[config.mk]
export PLATFORM = sky130hd
export DESIGN_NAME = crsr_overlay_mc
export DESIGN_NICKNAME = d
export VERILOG_FILES = /design/src/rtl/crsr_pkg.sv /design/src/rtl/crsr_hit_addr.sv /design/src/rtl/crsr_overlay_mc.sv
export SDC_FILE = /design/constraint.sdc
export NUM_CORES = 1
export LEC_CHECK = 0
export ABC_AREA = 1
export BUFFER_PORTS_ARGS = -buffer_cell sky130_fd_sc_hd__buf_2
export CAP_MARGIN = 25
export CORE_ASPECT_RATIO = 1.2
export CORE_MARGIN = 2
export CORE_UTILIZATION = 45
export DETAILED_ROUTE_END_ITERATION = 10
export HOLD_SLACK_MARGIN = 0.15
export PLACE_DENSITY = 0.73
export SLEW_MARGIN = 20
export SYNTH_ARGS = -nofsm -noshare
export SYNTH_HDL_FRONTEND = slang
export SYNTH_SLANG_ARGS = --single-unit
[constraint.sdc]
create_clock -name clk -period 10.15 [get_ports clk]
set_clock_uncertainty 0.15 [all_clocks]
set_input_delay 2.03 -clock clk [delete_from_list [all_inputs] [get_ports clk]]
set_output_delay 2.03 -clock clk [all_outputs]
set_load 0.005 [all_outputs]
[src/rtl/crsr_pkg.sv]
// Shared types and helpers for the multi-cursor overlay.
package crsr_pkg;

    typedef enum logic [1:0] {
        CODE_PAL0   = 2'b00,
        CODE_PAL1   = 2'b01,
        CODE_TRANSP = 2'b10,
        CODE_INV    = 2'b11
    } crsr_code_e;

    localparam logic [5:0] SIZE32_M1 = 6'd31;
    localparam logic [5:0] SIZE64_M1 = 6'd63;

    // Pixel k of a 16-pixel word: bytes in little-endian order, but within a
    // byte the leftmost pixel sits in the top two bits.
    function automatic crsr_code_e pick_code(input logic [31:0] word, input logic [3:0] k);
        logic [4:0] lo;
        lo = {k[3:2], 3'b110} - {2'b00, k[1:0], 1'b0};
        return crsr_code_e'(word[lo +: 2]);
    endfunction

endpackage

[src/rtl/crsr_hit_addr.sv]
// One cursor: position/clip shadow registers plus combinational hit test and
// image RAM address for the pixel currently at the input.
module crsr_hit_addr
    import crsr_pkg::*;
#(
    parameter int X_W = 10,
    parameter int Y_W = 10,
    parameter int AW  = 8
) (
    input  logic           clk,
    input  logic           reset,
    input  logic           load,
    input  logic [X_W-1:0] x_in,
    input  logic [Y_W-1:0] y_in,
    input  logic [5:0]     clip_x_in,
    input  logic [5:0]     clip_y_in,
    input  logic [X_W-1:0] col,
    input  logic [Y_W-1:0] row,
    input  logic           on,
    input  logic           size64,
    input  logic [1:0]     img,
    output logic           hit,
    output logic [3:0]     pix_k,
    output logic [AW-1:0]  addr
);

    logic [X_W-1:0] x_q, x_d;
    logic [Y_W-1:0] y_q, y_d;
    logic [5:0]     cx_q, cx_d, cy_q, cy_d;

    logic [5:0]     size_m1;
    logic [X_W:0]   dx;
    logic [Y_W:0]   dy;
    logic [6:0]     lim_x, lim_y;
    logic [5:0]     ix, iy;
    logic [7:0]     addr8;

    // Shadow next-state: take the live values whenever a load is requested.
    always_comb begin
        x_d  = x_q;
        y_d  = y_q;
        cx_d = cx_q;
        cy_d = cy_q;
        if (load) begin
            x_d  = x_in;
            y_d  = y_in;
            cx_d = clip_x_in;
            cy_d = clip_y_in;
        end
    end

    // Shadow registers.
    always_ff @(posedge clk or posedge reset) begin
        if (reset) begin
            x_q  <= '0;
            y_q  <= '0;
            cx_q <= '0;
            cy_q <= '0;
        end else begin
            x_q  <= x_d;
            y_q  <= y_d;
            cx_q <= cx_d;
            cy_q <= cy_d;
        end
    end

    // Hit test with one extra bit on every difference: the top bit of dx/dy is
    // "left of / above the cursor", the top bit of lim is "clip exceeds size".
    always_comb begin
        size_m1 = size64 ? SIZE64_M1 : SIZE32_M1;
        dx      = {1'b0, col} - {1'b0, x_q};
        dy      = {1'b0, row} - {1'b0, y_q};
        lim_x   = {1'b0, size_m1} - {1'b0, cx_q};
        lim_y   = {1'b0, size_m1} - {1'b0, cy_q};
        ix      = dx[5:0] + cx_q;
        iy      = dy[5:0] + cy_q;
        hit     = on & ~dx[X_W] & ~dy[Y_W] & ~lim_x[6] & ~lim_y[6]
                & (dx <= {{(X_W-5){1'b0}}, lim_x[5:0]})
                & (dy <= {{(Y_W-5){1'b0}}, lim_y[5:0]});
        addr8   = size64 ? {iy, ix[5:4]} : {img, iy[4:0], ix[4]};
        addr    = AW'(addr8);
        pix_k   = ix[3:0];
    end

endmodule

[src/rtl/crsr_overlay_mc.sv]
// Multi-cursor overlay: raster counters, two-stage valid/ready pipeline
// around the per-cursor image RAM reads, and the fixed-priority colour mux.
module crsr_overlay_mc
    import crsr_pkg::*;
#(
    parameter int PIX_W    = 24,
    parameter int NUM_CRSR = 2,
    parameter int X_W      = 10,
    parameter int Y_W      = 10,
    parameter int AW       = 8
) (
    input  logic                    clk,
    input  logic                    reset,
    input  logic                    vsync,
    input  logic                    s_valid,
    output logic                    s_ready,
    input  logic [PIX_W-1:0]        s_data,
    output logic                    m_valid,
    input  logic                    m_ready,
    output logic [PIX_W-1:0]        m_data,
    input  logic [X_W-1:0]          ppl_m1,
    input  logic [Y_W-1:0]          lpp_m1,
    input  logic                    frame_sync,
    input  logic                    size64,
    input  logic [NUM_CRSR-1:0]     crsr_on,
    input  logic [2*NUM_CRSR-1:0]   crsr_img,
    input  logic [X_W*NUM_CRSR-1:0] crsr_x,
    input  logic [Y_W*NUM_CRSR-1:0] crsr_y,
    input  logic [6*NUM_CRSR-1:0]   clip_x,
    input  logic [6*NUM_CRSR-1:0]   clip_y,
    input  logic [PIX_W*NUM_CRSR-1:0] pal0,
    input  logic [PIX_W*NUM_CRSR-1:0] pal1,
    output logic [NUM_CRSR-1:0]     mem_ren,
    output logic [AW*NUM_CRSR-1:0]  mem_raddr,
    input  logic [32*NUM_CRSR-1:0]  mem_rdata
);

    logic                  adv, accept, vs_rise, shadow_load;
    logic                  vsync_q, vsync_d;
    logic [X_W-1:0]        col_q, col_d, pix_col;
    logic [Y_W-1:0]        row_q, row_d, pix_row;

    logic [NUM_CRSR-1:0]   hit;
    logic [4*NUM_CRSR-1:0] pix_k;
    logic [AW*NUM_CRSR-1:0] addr;

    logic                  p0_valid_q, p0_valid_d;
    logic [PIX_W-1:0]      p0_data_q, p0_data_d;
    logic [NUM_CRSR-1:0]   p0_hit_q, p0_hit_d;
    logic [4*NUM_CRSR-1:0] p0_k_q, p0_k_d;
    logic                  m_valid_q, m_valid_d;
    logic [PIX_W-1:0]      m_data_q, m_data_d;
    logic [PIX_W-1:0]      out_pix;
    crsr_code_e            code;

    // The whole pipeline moves as one; the RAMs hold their output while stalled.
    assign adv         = m_ready | ~m_valid_q;
    assign accept      = s_valid & adv;
    assign vs_rise     = vsync & ~vsync_q;
    assign shadow_load = ~frame_sync | vs_rise;
    assign pix_col     = vs_rise ? '0 : col_q;
    assign pix_row     = vs_rise ? '0 : row_q;

    assign s_ready   = adv;
    assign m_valid   = m_valid_q;
    assign m_data    = m_data_q;
    assign mem_ren   = {NUM_CRSR{adv & ~reset}};
    assign mem_raddr = reset ? '0 : addr;

    for (genvar gi = 0; gi < NUM_CRSR; gi++) begin : g_crsr
        crsr_hit_addr #(
            .X_W (X_W),
            .Y_W (Y_W),
            .AW  (AW)
        ) u_hit_addr (
            .clk       (clk),
            .reset     (reset),
            .load      (shadow_load),
            .x_in      (crsr_x[X_W*gi +: X_W]),
            .y_in      (crsr_y[Y_W*gi +: Y_W]),
            .clip_x_in (clip_x[6*gi +: 6]),
            .clip_y_in (clip_y[6*gi +: 6]),
            .col       (pix_col),
            .row       (pix_row),
            .on        (crsr_on[gi]),
            .size64    (size64),
            .img       (crsr_img[2*gi +: 2]),
            .hit       (hit[gi]),
            .pix_k     (pix_k[4*gi +: 4]),
            .addr      (addr[AW*gi +: AW])
        );
    end

    // Raster position: advance per accepted pixel, vsync edge wins over it.
    always_comb begin
        vsync_d = vsync;
        col_d   = col_q;
        row_d   = row_q;
        if (vs_rise) begin
            col_d = '0;
            row_d = '0;
        end else if (accept) begin
            if (col_q == ppl_m1) begin
                col_d = '0;
                row_d = (row_q == lpp_m1) ? '0 : row_q + 1'b1;
            end else begin
                col_d = col_q + 1'b1;
            end
        end
    end

    // Lowest-index cursor with an opaque code wins, so walk from the top down.
    always_comb begin
        out_pix = p0_data_q;
        code    = CODE_TRANSP;
        for (int i = NUM_CRSR - 1; i >= 0; i--) begin
            code = pick_code(mem_rdata[32*i +: 32], p0_k_q[4*i +: 4]);
            if (p0_hit_q[i]) begin
                case (code)
                    CODE_PAL0: out_pix = pal0[PIX_W*i +: PIX_W];
                    CODE_PAL1: out_pix = pal1[PIX_W*i +: PIX_W];
                    CODE_INV:  out_pix = ~p0_data_q;
                    default:   ;
                endcase
            end
        end
    end

    // Pipeline next-state: both stages load together whenever adv is high.
    always_comb begin
        p0_valid_d = p0_valid_q;
        p0_data_d  = p0_data_q;
        p0_hit_d   = p0_hit_q;
        p0_k_d     = p0_k_q;
        m_valid_d  = m_valid_q;
        m_data_d   = m_data_q;
        if (adv) begin
            p0_valid_d = s_valid;
            p0_data_d  = s_data;
            p0_hit_d   = hit;
            p0_k_d     = pix_k;
            m_valid_d  = p0_valid_q;
            m_data_d   = out_pix;
        end
    end

    // State registers; reset empties the pipeline at once.
    always_ff @(posedge clk or posedge reset) begin
        if (reset) begin
            vsync_q    <= 1'b0;
            col_q      <= '0;
            row_q      <= '0;
            p0_valid_q <= 1'b0;
            p0_data_q  <= '0;
            p0_hit_q   <= '0;
            p0_k_q     <= '0;
            m_valid_q  <= 1'b0;
            m_data_q   <= '0;
        end else begin
            vsync_q    <= vsync_d;
            col_q      <= col_d;
            row_q      <= row_d;
            p0_valid_q <= p0_valid_d;
            p0_data_q  <= p0_data_d;
            p0_hit_q   <= p0_hit_d;
            p0_k_q     <= p0_k_d;
            m_valid_q  <= m_valid_d;
            m_data_q   <= m_data_d;
        end
    end

endmodule
== Word-level counts from Yosys, hierarchy flattened ==
Cells that the tools add are included.

* Bits in registers: 145
* Input port bits: 281
* Word-level logic and storage cells: 97

* $add $sub $neg: 16
* $lt $le $gt $ge: 4
* Eq/ne operators: 6
* Shifts and indexed selects: 2
* Muxes and demuxes: 17
* Bitwise logic cells: 30
* Reductions and logical operators: 5

{| class="wikitable"
|+ Operators by type and width
! kind !! count
|-
| case mux 24 bit (3 select lines) || 2
|-
| 2-to-1 mux 10 bit || 9
|-
| variable part select 32 x 6 -> 2 bit || 2
|-
| 2-to-1 mux 24 bit || 2
|-
| <= comparator 11 x 6 -> 1 bit || 4
|-
| subtractor 10 x 10 -> 11 bit || 4
|-
| subtractor 6 x 6 -> 7 bit || 4
|-
| adder 6 bit || 4
|-
| NOT 24 bit || 1
|-
| adder 10 x 1 -> 10 bit, second input constant || 2
|-
| equality test 10 bit || 2
|-
| 2-to-1 mux 16 bit || 1
|-
| 2-to-1 mux 8 bit || 2
|-
| AND 1 bit || 15
|-
| NOT 1 bit || 12
|-
| subtractor 5 x 3 -> 5 bit || 2
|-
| 2-to-1 mux 6 bit || 1
|-
| equality test 2 x 1 -> 1 bit, second input constant || 2
|-
| equality test 2 bit, second input constant || 2
|-
| zero test 2 bit || 2
|-
| nonzero test 2 bit || 2
|-
| OR 1 bit || 2
|-
| AND reduction 2 bit || 1
|}

== Depth between registers and ports, before layout ==
* Depth in word-level cells: 11
* Gate-level depth with buffers: 25

== Modules after synthesis ==
From an unflattened synthesis, not the netlist that was laid out.

* Cells, all modules: 1827
* Area, all modules: 12094.1 sq um

{| class="wikitable"
|+ By module, submodules not included
! module !! instances !! cells an instance !! area each (sq um) !! seq. area each (sq um)
|-
| crsr_overlay_mc || 1 || 1043 || 6388.6 || 2026.9
|-
| crsr_hit_addr (g_crsr[1].u_hit_addr) || 1 || 389 || 2861.5 || 800.8
|-
| crsr_hit_addr (g_crsr[0].u_hit_addr) || 1 || 395 || 2844.0 || 800.8
|}

== Least setup slack after synthesis ==
OpenSTA, ideal clock, no wires.

* Kind: in2out
* Start: input reset
* End: output mem_raddr[10]
* Arrival time: 7275 ps
* Data required time: 7970 ps
* Path slack: 695 ps
* Cell stages on the path: 4
* Path buffers: 1
* Path through: inv_1 clkbuf_1 o21ai_0 a21oi_1

* Longest elaborated chain between the ends: 1

{| class="wikitable"
|+ RTL lines
! item !! RTL line !! text
|-
| start, declared || crsr_overlay_mc.sv:13 || <nowiki>input logic reset,</nowiki>
|-
| 2-to-1 mux 16 bit || crsr_overlay_mc.sv:68 || <nowiki>assign mem_raddr = reset ? '0 : addr;</nowiki>
|-
| end, declared || crsr_overlay_mc.sv:34 || <nowiki>output logic [AW*NUM_CRSR-1:0] mem_raddr,</nowiki>
|}

Every way passes these cells.

== Worst setup path after layout ==
* Start: input vsync
* End: output mem_raddr[9]

* Longest elaborated chain between the ends: 6
* Elaborated cells on any way between the ends: 9
* Classes of those cells: 4 x add/sub; 4 x mux; 1 x bitwise

{| class="wikitable"
|+ RTL lines
! item !! RTL line !! text
|-
| start, declared || crsr_overlay_mc.sv:14 || <nowiki>input logic vsync,</nowiki>
|-
| AND 1 bit * || crsr_overlay_mc.sv:59 || <nowiki>assign vs_rise = vsync & ~vsync_q;</nowiki>
|-
| 2-to-1 mux 10 bit, on equally long branches || crsr_overlay_mc.sv:62, crsr_overlay_mc.sv:61 ||
|-
| subtractor 10 x 10 -> 11 bit, on equally long branches || crsr_hit_addr.sv:72, crsr_hit_addr.sv:71 ||
|-
| adder 6 bit, on equally long branches || crsr_hit_addr.sv:76, crsr_hit_addr.sv:75 ||
|-
| 2-to-1 mux 8 bit * || crsr_hit_addr.sv:80 || <nowiki>addr8 = size64 ? {iy, ix[5:4]} : {img, iy[4:0], ix[4]};</nowiki>
|-
| 2-to-1 mux 16 bit * || crsr_overlay_mc.sv:68 ||
|}

Every way passes the cells marked *; elsewhere a longest branch is shown, timed or not.

==> key figures <==
Outcome
  • Outcome: finished clean

Worst setup path
  • CP endpoint kind: primary output
  • Crit-path cells: buf_2, nand2_1, nand2_1, ha_1, inv_1, fa_1, nand3_1, nand2_1, nand2_1, xor2_1, ha_1, a21oi_1, o21ai_0, xor2_1, xor2_1, a21oi_1, buf_2
  • Worst Setup Path Type: input port to primary output
  • R2r startpoint: vsync_q$_DFF_PP0_
  • WP data arrival: 5.46 ns
  • Worst R2R Path Depth: 19
  • Worst-path maximum fanout: 19
  • CP delay by family, top: simple AND/OR/NAND/NOR gates
  • Slowest cell on crit path: nand2_1
  • Req. time, crit path: 7.97 ns
  • Startpoint types: input port
  • Crit path from: vsync
  • Cell seen most often among critical-path stages: nand2_1
  • Crit. path cell count: 17
  • Crit path buf inv count: 3
  • Crit path largest cell delay: 0.45 ns

Synth
  • Ys Warns: 0
  • Top cell type's share of synthesized area: 30.8%
  • Distinct cells, synth: 46
  • Register area share after synthesis: 30.8%
  • Mapped Cells: 1734
  • Post-synth EDFFs: 0
  • Asr flop ratio synth: 100%
  • Synthesized flop and latch total: 145
  • Area leader, netlist: dfrtp_1
  • Most common cell in the netlist: nand2_1
  • Cell area after technology mapping: 0.0118 mm²
  • Synth Area per Inst: 6.79 µm²
  • List of most frequent post-synthesis cells: nand2_1 (503), inv_1 (190), nand3_1 (174)
  • Synth area leaders: dfrtp_1 (31%), nand2_1 (16%), nand3_1 (7.4%), ha_1 (7.2%), inv_1 (6.1%)
  • Syn nets: 2091
  • Synth Flop Type: dfrtp_1

Timing
  • Worst-Margin Slew: 0.908 ns
  • Final Hold Fails: 0
  • Max frequency: 131 MHz
  • Final period utilization: 75.2%
  • Final slew viol count: 0
  • Final count of negative-setup-slack endpoints: 0
  • Max_slew headroom: 39.5%
  • RSZ-0062 raised after global routing: false
  • Setup_tns: 0 ns
  • Fin worst setup slack: 2.51 ns
  • Worst hold slack: 0.307 ns
  • Period minus WS final: 7.64 ns

Power and ir drop
  • VDD IR max: 0.000138 V
  • Overall Power: 3.29 mW
  • Sw Share: 49.3%
  • Internal power: 1.67 mW
  • Sequential fraction of design power: 23.0%
  • Gate power share: 58.7%
  • Cell area power density: 234 mW/mm²
  • Clk pwr share: 18.2%
  • P_leak: 7.63 nW
  • Psw: 1.63 mW

Clock tree
  • CTS sink count: 145
  • TritonCTS clock tree: yes
  • # Post-CTS Setup Buffers: 0
  • Root Buffer: clkbuf_16
  • Hold buffers post-CTS: 0
  • H-tree Lvls: 4
  • CTS buffer count: 17
  • Clock Pin Slew Worst Setup and Hold Paths: 0.06 ns
  • Post_cts resized: 0
  • Clock Latency Late Sink: 0.43 ns
  • Max clock buf depth: 2

Detailed routing
  • Via density: 5.26
  • Final WL: 37000 µm
  • Drt first-iter violations: 604
  • Met2 WL: 18400 µm
  • DRC Markers: 0
  • Uppermost layer routed: met4
  • Pre-antenna DRT Iters: 5
  • Met3 wire len: 2410 µm
  • DR WL/cell: 15.7 µm
  • Via Count: 12400
  • Met1 WL: 14400 µm
  • Routed Antenna Nets: 0

Finish
  • Number of fill cells: 2528
  • Utilization after layout: 54.9%
  • Final nets: 2371
  • Post-route insts no fill: 2360
  • Synth-to-Final Area Change: 19.6%
  • FF/Latch Area: 0.00363 mm²
  • Share of layout cells above drive strength 1: 21.1%
  • Multi-input gate area: 0.00701 mm²
  • Finished Cell Area: 0.0141 mm²

Job
  • Max-Cap Viols: 0

Min path
  • Hold depth: 2
  • Min-delay src: p0_valid_q$_DFFE_PP0N_
  • Min-delay worst type: register to register

Floorplanning
  • Die height: 181 µm
  • Die width: 152 µm
  • Area of the die: 0.0275 mm²
  • Initial Util: 45.9%
  • Core area: 0.0256 mm²
  • Num rows: 64
  • Ports: 325

Global route
  • Vias in the first global route: 11900
  • Antenna violations before repair: 3
  • GRT Total Usage: 26.6%
  • First-pass GRT wire length: 57800 µm
  • Grt total ovfl: 0
  • Largest net degree at the start of global routing: 110

Place
  • Placed insts: 2323
  • Pre-CTS WS: 2.58 ns
  • Area of placed instances: 0.0135 mm²
  • Port Buffers: 324
  • Placer Congestion: 0.957
  • Post-DP HPWL: 28100 µm
cell type report:
cell class | instances | area share [%]
multi-input cells | 1319 | 49.8
clock inverters | 13 | 0.809
flip-flops and latches | 145 | 25.8
clock buffers | 19 | 3.08
well taps | 330 | 2.93
diodes | 3 | 0.0533
repair buffers | 331 | 12.2
inverters | 200 | 5.40
sequential cells by signal, indices dropped and copies added, names as in the netlist, 10 cells and up:
register / count
p0_data_q: 24
g_crsr.u_hit_addr.x_q: 20
g_crsr.u_hit_addr.cy_q: 12
row_q: 10
m_data: 24
g_crsr.u_hit_addr.cx_q: 12
col_q: 10
g_crsr.u_hit_addr.y_q: 20
metal layers:
metal / vias up / GRT usage [%]
met2: 480 / 47.7
met4: 0 / 14.4
li1: 6178 / -
met1: 5656 / 30.0
met3: 106 / 3.66
met5: - / 0
worst paths after layout:
path / to / slack (ns)
worst max-delay path: mem_raddr[9] / 2.51
worst min-delay path: m_valid$_DFFE_PP0N_ / 0.31
worst max register to register: p0_hit_q[0]$_DFFE_PP0N_ / 6.25
worst min register to register: m_valid$_DFFE_PP0N_ / 0.31
max in group asynchronous: p0_data_q[10]$_DFFE_PP0N_ / 6.89
min in group asynchronous: g_crsr[0].u_hit_addr.cy_q[1]$_DFFE_PP0P_ / 1.71
power by group through the flow:
stage               clock (mW)  sequential (mW)  combinational, mW
global placement             0            0.766               1.88
finish                   0.601            0.759               1.94
detailed placement           0            0.769               1.92
global route             0.644            0.772               2.17
floorplan                    0            0.728               1.48
CTS                      0.614            0.758               1.93
worst min-delay path: stages, from the launching register on:
cell and delay, ns:
dfrtp_1 0.32, inv_1 0.05, nand2_1 0.06
cells in the final DEF, fill, tap and decap left out, types with 8 or more instances in the layout:
cell       Yosys  layout
nand3_1      174     174
nor2_1       173     173
nand4_1       17      17
fa_1           8       8
inv_2          8       8
nor3_1        12      12
a21oi_2       20      20
nand2_1      503     502
buf_2         23     324
inv_1        190     189
xor2_1        37      37
xnor2_1       16      16
ha_1          68      68
mux2_2        19      19
dfrtp_1      145     145
clkbuf_16      0      17
o21ai_1       16      16
a21oi_1       54      54
o21ai_0      137     137
logic make-up after synthesis:
| logic type | share of synthesized area [%] |
|---|---|
| xor+xnor | 3.94 |
| flops | 30.8 |
| compound gates | 13.2 |
| fa+ha+maj | 8.59 |
| simple gates | 31.9 |
| buf+inv | 9.73 |
| mux | 1.82 |
No activity file was read; power rests on OpenSTA's default activity.
